[src/rtl/reorder_buffer_pkg.sv]
// Shared reorder-buffer constants: default id width and entry type encodings.
package reorder_buffer_pkg;

  localparam int unsigned ROB_WIDTH_BIT_DEF = 4;
  localparam int unsigned ROB_TYPE_BIT      = 2;

  typedef enum logic [ROB_TYPE_BIT-1:0] {
    ROB_TYPE_REG    = 2'd0,
    ROB_TYPE_STORE  = 2'd1,
    ROB_TYPE_BRANCH = 2'd2,
    ROB_TYPE_EXIT   = 2'd3
  } rob_type_e;

endpackage

[src/rtl/reorder_buffer_query_port.sv]
// One operand lookup into the ROB, with optional same-cycle broadcast bypass.
module rob_query_port #(
  parameter int unsigned ID_W = 4
) (
  input  logic [ID_W-1:0] i_id,
  input  logic            i_busy,
  input  logic            i_ready,
  input  logic [31:0]     i_value,
  input  logic            i_bypass_en,
  input  logic            i_rs_valid,
  input  logic [ID_W-1:0] i_rs_id,
  input  logic [31:0]     i_rs_value,
  input  logic            i_lsb_valid,
  input  logic [ID_W-1:0] i_lsb_id,
  input  logic [31:0]     i_lsb_value,
  output logic            o_ready,
  output logic [31:0]     o_value
);

  always_comb begin
    o_ready = 1'b0;
    o_value = '0;
    if (i_busy && i_ready) begin
      o_ready = 1'b1;
      o_value = i_value;
    end
    // Broadcasts mirror the writeback rule: only busy entries hit, LSB last so it wins.
    if (i_bypass_en && i_busy) begin
      if (i_rs_valid && (i_rs_id == i_id)) begin
        o_ready = 1'b1;
        o_value = i_rs_value;
      end
      if (i_lsb_valid && (i_lsb_id == i_id)) begin
        o_ready = 1'b1;
        o_value = i_lsb_value;
      end
    end
  end

endmodule

[src/rtl/reorder_buffer.sv]
// Circular in-order reorder buffer: allocate, capture results, retire one per cycle.
// Optional macro ROB_QUERY_BYPASS_EN lets operand queries see same-cycle broadcasts.
module reorder_buffer
  import reorder_buffer_pkg::*;
#(
  parameter int unsigned ROB_WIDTH_BIT = ROB_WIDTH_BIT_DEF
) (
  input  logic                     clk_in,
  input  logic                     rst_in,
  input  logic                     rdy_in,
  input  logic                     issue_valid,
  input  logic [ROB_TYPE_BIT-1:0]  issue_type,
  input  logic [4:0]               issue_rd,
  input  logic [31:0]              issue_pred_pc,
  output logic [ROB_WIDTH_BIT-1:0] issue_rob_id,
  output logic                     full,
  input  logic                     rs_ready,
  input  logic [ROB_WIDTH_BIT-1:0] rs_rob_id,
  input  logic [31:0]              rs_value,
  input  logic                     lsb_ready,
  input  logic [ROB_WIDTH_BIT-1:0] lsb_rob_id,
  input  logic [31:0]              lsb_value,
  input  logic [ROB_WIDTH_BIT-1:0] q1_id,
  input  logic [ROB_WIDTH_BIT-1:0] q2_id,
  output logic                     q1_ready,
  output logic                     q2_ready,
  output logic [31:0]              q1_value,
  output logic [31:0]              q2_value,
  output logic                     rf_commit_valid,
  output logic [4:0]               rf_commit_rd,
  output logic [31:0]              rf_commit_value,
  output logic [ROB_WIDTH_BIT-1:0] rf_commit_rob_id,
  output logic                     store_commit_valid,
  output logic [ROB_WIDTH_BIT-1:0] store_commit_rob_id,
  output logic                     flush,
  output logic [31:0]              flush_pc,
  output logic                     halt
);

  localparam int unsigned DEPTH = 1 << ROB_WIDTH_BIT;
  localparam logic [ROB_WIDTH_BIT:0]   DEPTH_CNT = (ROB_WIDTH_BIT+1)'(DEPTH);
  localparam logic [ROB_WIDTH_BIT-1:0] ID_ONE    = {{(ROB_WIDTH_BIT-1){1'b0}}, 1'b1};

`ifdef ROB_QUERY_BYPASS_EN
  localparam logic BYPASS_EN = 1'b1;
`else
  localparam logic BYPASS_EN = 1'b0;
`endif

  logic [DEPTH-1:0]         r_busy, r_ready;
  rob_type_e                r_type    [DEPTH];
  logic [4:0]               r_rd      [DEPTH];
  logic [31:0]              r_pred_pc [DEPTH];
  logic [31:0]              r_value   [DEPTH];
  logic [ROB_WIDTH_BIT-1:0] r_head, r_tail;
  logic [ROB_WIDTH_BIT:0]   r_count;

  logic                     r_rf_valid, r_st_valid, r_flush, r_halt;
  logic [4:0]               r_rf_rd;
  logic [31:0]              r_rf_value, r_flush_pc;
  logic [ROB_WIDTH_BIT-1:0] r_rf_id, r_st_id;

  logic                   w_full, w_issue, w_rs_hit, w_lsb_hit, w_commit, w_flush;
  logic [ROB_WIDTH_BIT:0] w_count_nxt;

  assign w_full    = (r_count == DEPTH_CNT);
  assign w_issue   = issue_valid && !w_full;
  assign w_rs_hit  = rs_ready && r_busy[rs_rob_id];
  assign w_lsb_hit = lsb_ready && r_busy[lsb_rob_id];
  assign w_commit  = !r_halt && r_busy[r_head] && r_ready[r_head];
  assign w_flush   = w_commit && (r_type[r_head] == ROB_TYPE_BRANCH) &&
                     (r_value[r_head] != r_pred_pc[r_head]);

  always_comb begin
    w_count_nxt = r_count;
    if (w_issue && !w_commit) begin
      w_count_nxt = r_count + 1'b1;
    end else if (!w_issue && w_commit) begin
      w_count_nxt = r_count - 1'b1;
    end
  end

  // Payload needs no reset: it is only observed through busy/ready.
  always_ff @(posedge clk_in) begin
    if (rdy_in) begin
      if (w_issue) begin
        r_type[r_tail]    <= rob_type_e'(issue_type);
        r_rd[r_tail]      <= issue_rd;
        r_pred_pc[r_tail] <= issue_pred_pc;
      end
      if (w_rs_hit)  r_value[rs_rob_id]  <= rs_value;
      if (w_lsb_hit) r_value[lsb_rob_id] <= lsb_value;
    end
  end

  always_ff @(posedge clk_in or posedge rst_in) begin
    if (rst_in) begin
      r_busy     <= '0;
      r_ready    <= '0;
      r_head     <= '0;
      r_tail     <= '0;
      r_count    <= '0;
      r_rf_valid <= 1'b0;
      r_rf_rd    <= '0;
      r_rf_value <= '0;
      r_rf_id    <= '0;
      r_st_valid <= 1'b0;
      r_st_id    <= '0;
      r_flush    <= 1'b0;
      r_flush_pc <= '0;
      r_halt     <= 1'b0;
    end else if (!rdy_in) begin
      r_rf_valid <= 1'b0;
      r_st_valid <= 1'b0;
      r_flush    <= 1'b0;
    end else begin
      r_rf_valid <= 1'b0;
      r_st_valid <= 1'b0;
      r_flush    <= 1'b0;
      if (w_issue) begin
        r_busy[r_tail]  <= 1'b1;
        r_ready[r_tail] <= 1'b0;
        r_tail          <= r_tail + ID_ONE;
      end
      if (w_rs_hit)  r_ready[rs_rob_id]  <= 1'b1;
      if (w_lsb_hit) r_ready[lsb_rob_id] <= 1'b1;
      if (w_commit) begin
        r_busy[r_head]  <= 1'b0;
        r_ready[r_head] <= 1'b0;
        r_head          <= r_head + ID_ONE;
        unique case (r_type[r_head])
          ROB_TYPE_REG: begin
            r_rf_valid <= 1'b1;
            r_rf_rd    <= r_rd[r_head];
            r_rf_value <= r_value[r_head];
            r_rf_id    <= r_head;
          end
          ROB_TYPE_STORE: begin
            r_st_valid <= 1'b1;
            r_st_id    <= r_head;
          end
          ROB_TYPE_BRANCH: begin
            if (w_flush) begin
              r_flush    <= 1'b1;
              r_flush_pc <= r_value[r_head];
            end
          end
          ROB_TYPE_EXIT: r_halt <= 1'b1;
        endcase
      end
      r_count <= w_count_nxt;
      // Mispredict squashes everything, including this cycle's issue.
      if (w_flush) begin
        r_busy  <= '0;
        r_ready <= '0;
        r_head  <= '0;
        r_tail  <= '0;
        r_count <= '0;
      end
    end
  end

  rob_query_port #(.ID_W(ROB_WIDTH_BIT)) u_q1 (
    .i_id        (q1_id),
    .i_busy      (r_busy[q1_id]),
    .i_ready     (r_ready[q1_id]),
    .i_value     (r_value[q1_id]),
    .i_bypass_en (BYPASS_EN),
    .i_rs_valid  (rs_ready),
    .i_rs_id     (rs_rob_id),
    .i_rs_value  (rs_value),
    .i_lsb_valid (lsb_ready),
    .i_lsb_id    (lsb_rob_id),
    .i_lsb_value (lsb_value),
    .o_ready     (q1_ready),
    .o_value     (q1_value)
  );

  rob_query_port #(.ID_W(ROB_WIDTH_BIT)) u_q2 (
    .i_id        (q2_id),
    .i_busy      (r_busy[q2_id]),
    .i_ready     (r_ready[q2_id]),
    .i_value     (r_value[q2_id]),
    .i_bypass_en (BYPASS_EN),
    .i_rs_valid  (rs_ready),
    .i_rs_id     (rs_rob_id),
    .i_rs_value  (rs_value),
    .i_lsb_valid (lsb_ready),
    .i_lsb_id    (lsb_rob_id),
    .i_lsb_value (lsb_value),
    .o_ready     (q2_ready),
    .o_value     (q2_value)
  );

  assign issue_rob_id        = r_tail;
  assign full                = w_full;
  assign rf_commit_valid     = r_rf_valid;
  assign rf_commit_rd        = r_rf_rd;
  assign rf_commit_value     = r_rf_value;
  assign rf_commit_rob_id    = r_rf_id;
  assign store_commit_valid  = r_st_valid;
  assign store_commit_rob_id = r_st_id;
  assign flush               = r_flush;
  assign flush_pc            = r_flush_pc;
  assign halt                = r_halt;

endmodule

[config.mk]
export PLATFORM = sky130hd
export DESIGN_NAME = reorder_buffer
export DESIGN_NICKNAME = d
export VERILOG_FILES = /design/src/rtl/reorder_buffer_pkg.sv /design/src/rtl/reorder_buffer_query_port.sv /design/src/rtl/reorder_buffer.sv
export SDC_FILE = /design/constraint.sdc
export NUM_CORES = 2
export LEC_CHECK = 0
export ABC_AREA = 0
export ABC_CLOCK_PERIOD_IN_PS = 10600
export BUFFER_PORTS_ARGS = -buffer_cell sky130_fd_sc_hd__buf_2
export CORE_AREA = 4 4 346 348
export DETAILED_ROUTE_END_ITERATION = 10
export DIE_AREA = 0 0 350 352
export PLACE_DENSITY = 0.74
export SLEW_MARGIN = 30
export SYNTH_ARGS = -nofsm -noshare
export SYNTH_HDL_FRONTEND = slang
export SYNTH_SLANG_ARGS = --single-unit
[constraint.sdc]
create_clock -name clk_in -period 10.6 [get_ports clk_in]
set_clock_uncertainty 0.05 [all_clocks]
set_input_delay 3.18 -clock clk_in [delete_from_list [all_inputs] [get_ports clk_in]]
set_output_delay 3.18 -clock clk_in [all_outputs]
set_load 0.03 [all_outputs]
# After elaboration in Yosys (flattened, before gate mapping)
# Memory sizes are Yosys's and may differ from the RTL's. A register that Yosys moved wholly into a read port is not among the register bits.
# Index checks and enable logic that the tools add are counted.
word_totals:
  register_bits: 121
  ramBits: 1136
  inputBits: 125
  output_inout_bits: 152
  elab_cells: 140
  n_memories: 4
mem_list:
  columns: ["memory", "words", "width", "rd", "rd_clocked_by_memory_dff", "wr", "line_no", "source"]
  rows:
  - ["r_pred_pc", 16, 32, 1, 0, 1, "reorder_buffer.sv:53", "logic [31:0] r_pred_pc [DEPTH];"]
  - ["r_value", 16, 32, 3, 0, 2, "reorder_buffer.sv:54", "logic [31:0] r_value [DEPTH];"]
  - ["r_rd", 16, 5, 1, 1, 1, "reorder_buffer.sv:52", "logic [4:0] r_rd [DEPTH];"]
  - ["r_type", 16, 2, 1, 0, 1, "reorder_buffer.sv:51", "rob_type_e r_type [DEPTH];"]
classes:
  add_sub_neg: 4
  magnitude_cmp: 10
  n_eq_ne: 5
  mux: 66
  bitwise: 8
  reduce_logical: 30
ops:
  columns: ["cell", "count"]
  rows:
  - ["two-way mux 16 bit", 12]
  - ["two-way mux 32 bit", 2]
  - ["bitwise AND 16 bit", 3]
  - ["bitwise OR 16 bit", 3]
  - ["two-way mux 1 bit", 33]
  - ["binary-select mux 1 bit (select 4 bit)", 8]
  - ["inequality test 32 bit", 1]
  - ["inverter 16 bit", 2]
  - ["< comparator 4 x 5 -> 1 bit (second input constant)", 6]
  - ["demux 1 bit (select 4 bit)", 4]
  - [">= comparator 4 x 1 -> 1 bit (second input constant)", 4]
  - ["two-way mux 4 bit", 4]
  - ["logical AND 1 bit", 15]
  - ["two-way mux 5 bit", 3]
  - ["AND reduction 3 bit", 3]
  - ["adder 4 x 1 -> 4 bit (second input constant)", 2]
  - ["AND reduction 2 bit", 3]
  - ["adder 5 x 1 -> 5 bit (second input constant)", 1]
  - ["== test 5 bit (second input constant)", 1]
  - ["subtractor 5 x 1 -> 5 bit (second input constant)", 1]
  - ["== test 2 bit (second input constant)", 2]
  - ["zero test 1 bit", 4]
  - ["AND reduction 4 bit", 1]
  - ["nonzero test 2 bit", 2]
  - ["3 further kinds", 3]

# Logic depth before layout (Yosys ltp)
depth:
  ltp_word: 17
  mapped_depth: 14
  mapped_depth_nobuf: 12

# Cells and area by module
# From an unflattened synthesis, not the netlist that was laid out.
unflattened:
  cells_unflattened: 3595
  hier_area_um2: 65067.4
modules_own_cells:
  columns: ["mod", "instances", "cells_each", "area_each_um2", "seq_area_each_um2"]
  rows:
  - ["reorder_buffer", 1, 3351, 63145.6, 37265.7]
  - ["rob_query_port", 2, 122, 960.9, 0.0]

# Worst setup path after synthesis
# OpenSTA, ideal clock, no wires.
synth_timing:
  path_type: "input port to output port"
  start: "input q1_id[0]"
  end: "output q1_value[10]"
  arrival_ps: 5560
  required_ps: 7370
  setup_slack_ps: 1810
  stages: 5
  path_buffers: 3
  path_cell_list: "buf_1 -> buf_1 -> mux4_2 -> clkbuf_1 -> nor2b_1"
synth_via:
  elab_chain_len: 4
  elab_cells_between_ends: 7
  classes_between: "mux: 5; reduce/logical: 1; memory: 1"
synth_lines:
  columns: ["element", "line_no", "source"]
  rows:
  - ["start: declaration", "reorder_buffer.sv:23", "input logic [ROB_WIDTH_BIT-1:0] q1_id,"]
  - ["binary-select mux 1 bit (select 4 bit) (on tied branches)", "reorder_buffer.sv:165, reorder_buffer.sv:166", null]
  - ["two-way mux 1 bit (on tied branches)", "reorder_buffer.sv:165, reorder_buffer.sv:166", null]
  - ["logical AND 1 bit", "reorder_buffer_query_port.sv:23", "if (i_busy && i_ready) begin"]
  - ["two-way mux 32 bit *", "reorder_buffer_query_port.sv:23", null]
  - ["end: declaration", "reorder_buffer.sv:27", "output logic [31:0] q1_value,"]
# Every way passes the cells marked *; elsewhere a longest branch is shown, timed or not. The select of a mux whose other input is x is not followed.

# Worst setup path in the final report
layout_timing:
  start: "input q2_id[3]"
  end: "output q2_value[17]"
layout_via:
  elab_chain_len: 4
  elab_cells_between_ends: 7
  classes_between: "mux: 5; reduce/logical: 1; memory: 1"
layout_lines:
  columns: ["element", "line_no", "source"]
  rows:
  - ["start: declaration", "reorder_buffer.sv:24", "input logic [ROB_WIDTH_BIT-1:0] q2_id,"]
  - ["binary-select mux 1 bit (select 4 bit) (on tied branches)", "reorder_buffer.sv:181, reorder_buffer.sv:182", null]
  - ["two-way mux 1 bit (on tied branches)", "reorder_buffer.sv:181, reorder_buffer.sv:182", null]
  - ["logical AND 1 bit", "reorder_buffer_query_port.sv:23", null]
  - ["two-way mux 32 bit *", "reorder_buffer_query_port.sv:23", null]
  - ["end: declaration", "reorder_buffer.sv:28", "output logic [31:0] q2_value,"]
# Marks and branches as above.

==> results.ini <==
[synthesis]
synth.distinct_cells=55
yosys.area_share.adder=0.00268
synth-edff-count=1136
yosys_register_bits=1262
netlist.area_leader.share=0.536
synthFlopType=edfxtp_1
synthArstFlopShare=0.0998
postSynthAreaPerCell_um2=18.7
synth_compound_area_frac=0.0280
synth_cells=3401
yosys_warnings=0
synth_top_family_by_area=multiplexers
synth_top_area_cell=edfxtp_1
synthesis.area_mm2=0.0636
yosys.area_share.simple=0.0211
synthTopCellsByArea=edfxtp_1 (54%), mux4_2 (23%), mux2_2 (8.8%), dfrtp_1 (5.0%), a22oi_1 (1.5%)
post_synth_xor_area_fraction=0.00551
synthMuxAreaShare=0.334
seq_area_frac_synth=0.586
synth_nets=3539

[setup_path]
crit_family=multiplexers
crit_type=in2out
critical_path.cell_chain=buf_2 -> clkinv_2 -> mux4_2 -> mux4_4 -> nor2b_1 -> buf_2
cp_max_fo=33
end_kind=primary output
cp_slowest_stage_delay_ns=0.97
cp.arrival_ns=5.81
crit_buf_inv=3
start_kind=input port
cp_slowest_cell=mux4_4
crit_top_cell=buf_2
worstPathRequired_ns=7.37

[route]
vias=37900
ant_nets=0
wl_um=191000
vias_per_cell=7.24
drc=0
wire_per_inst_um=36.4
first_iter_violations=5291
drt-pass1-iter-count=6

[global_route]
grt_pass1_wl_um=273000
grt_pass1_vias=37700
grt_max_degree=129
grt_usage=0.310
antenna_found_initial=34
grt_overflow_total=0

[timing]
tightest_slew_ns=1.07
tns_ns=0
post-route-period-util=0.852
slew_viol_final=0
final.min_clock_period_ns=9.04
rsz0062_at_grt=false
fmax_ghz=0.111
setup_viol=0
hold_violations=0
slew_headroom=0.288

[layout]
syn_to_final_growth_pct=12.2
regArea_mm2=0.0373
multi_input_area_mm2=0.0254
fill_cells=8109
final_core_util=0.614
final_layout_size_suffix_gt1_frac=0.494
nets=3719

[floorplan]
core_area_mm2=0.116
initial_utilization=0.547
top_level_ports=277
dieHeight_um=352
dieArea_mm2=0.123
die_x_um=350
std_cell_rows=125

[worst_hold_path]
hold_path.class=reg2reg

[place]
port_buffers=276
place.gp.congestion=0.930
dp_hpwl_um=106000

[power]
peakVddDrop_v=0.000176
p_per_area_mw_per_mm2=227
p_leak_nw=23.5

[flow_run]
maxCapViolCount=0

[clocking]
cts_root_buf=clkbuf_16
cts_resized=0
hold_buffers=0
cts.sinks=1262
cts.path.max_buffers=3
post_cts_buffers=0
cts_tree=built
numCtsBuffers=135
htreeDepth=4
path_clk_slew_ns=0.06
insertion_delay_ns=0.76

[run_status]
status=finished clean

## stage by stage
| stage | power [mW] | hold WS (ns) | instances | setup slack (ns) | cell area (um^2) |
|---|---|---|---|---|---|
| 2_1_floorplan | 9.73 | 0.420 | 3401 | 1.81 | 63600 |
| 3_3_place_gp | 11.4 | 0.434 | 4964 | 1.54 | 66700 |
| 3_5_place_dp | 11.4 | 0.439 | 4967 | 1.53 | 66800 |
| 4_1_cts | 16.2 | 0.453 | 5212 | 1.54 | 71300 |
| 5_1_grt | 16.8 | 0.461 | 5221 | 1.39 | 71400 |
| 6_report | 16.2 | 0.450 | 5229 | 1.56 | 71400 |
## sequential cells by signal, indices dropped and copies added (netlist names)
signal and cells:
halt 1, issue_rob_id 4, rf_commit_rd 5, r_value 512, r_busy 16, rf_commit_rob_id 4, r_pred_pc 512, rf_commit_value 32
flush_pc 32, r_type 32, r_rd 80, store_commit_valid 1, r_count 5, r_ready 16, flush 1, store_commit_rob_id 4
r_head 4, rf_commit_valid 1
## report_power, final
part           internal [mW]  total [mW]  switching [mW]
combinational           2.14        5.30            3.15
clock                   2.85        4.81            1.97
sequential              5.79        6.10           0.306
## synth_stat cells (all sizes together) (6+ instances only)
cell and instances:
o21a 10, mux4 636, mux2 587, ha 12, nand2 115, o21ai 7, buf 121, o2bb2ai 18
a21oi 25, clkbuf 200, xnor2 33, or3 6, xor2 7, edfxtp 1136, a22oi 128, nand4 10
nor2 39, nor2b 70, nand3 7, inv 14, o22ai 39, nor3 6, dfrtp 126
## cell type report
cell class | count | area share
inverters | 14 | 0.000824
well taps | 1524 | 0.0267
multi-input cells | 1804 | 0.355
diodes | 16 | 0.000561
clock buffers | 181 | 0.0527
repair buffers | 364 | 0.0313
flip-flops and latches | 1262 | 0.522
clock inverters | 64 | 0.0106
## kinds of logic (layout without fill, tap and decap cells)
logic type      count (synthesis)  count (layout)
compound gates                249             249
xor+xnor                       40              40
fa+ha+maj                      13              13
buf+inv                       335             623
flops                        1262            1262
mux                          1228            1228
other cells                     0              16
simple gates                  274             274
## cells in the final DEF (no fill, tap or decap), types with 23 or more instances in the layout
cell,count
dfrtp_1,124
a21oi_1,25
nand2_1,115
xnor2_1,33
a22oi_1,128
mux2_1,27
mux2_4,62
clkbuf_16,142
nor2b_1,68
buf_4,76
mux4_2,635
mux2_2,498
clkbuf_1,32
edfxtp_1,1136
nor2_4,32
buf_2,271
o22ai_1,23
## final timing paths
check | startpoint | end | depth (start not counted) | slack [ns]
worst min-delay path | rf_commit_rd[4]$_DFFE_PP0P_ | rf_commit_rd[4]$_DFFE_PP0P_ | 1 | 0.45
max in group asynchronous | rst_in | r_head[1]$_DFFE_PP0P_ | 3 | 6.97
min in group asynchronous | rst_in | store_commit_rob_id[1]$_DFFE_PP0P_ | 2 | 2.43
worst max-delay path | q2_id[3] | q2_value[17] | 6 | 1.56
worst max register to register | r_head[3]$_DFFE_PP0P_ | flush_pc[15]$_DFFE_PP0P_ | 11 | 4.57
worst min register to register | rf_commit_rd[4]$_DFFE_PP0P_ | rf_commit_rd[4]$_DFFE_PP0P_ | 1 | 0.45
## routing by layer
layer  share of wire  GRT usage  vias to the layer above
met2            0.46      0.456                     2976
met4           0.043      0.128                       24
met1            0.36      0.429                    19700
li1                -          -                    14700
met3            0.14      0.104                      501
met5         0.00086          0                        -
(Power assumes the default switching activity.)
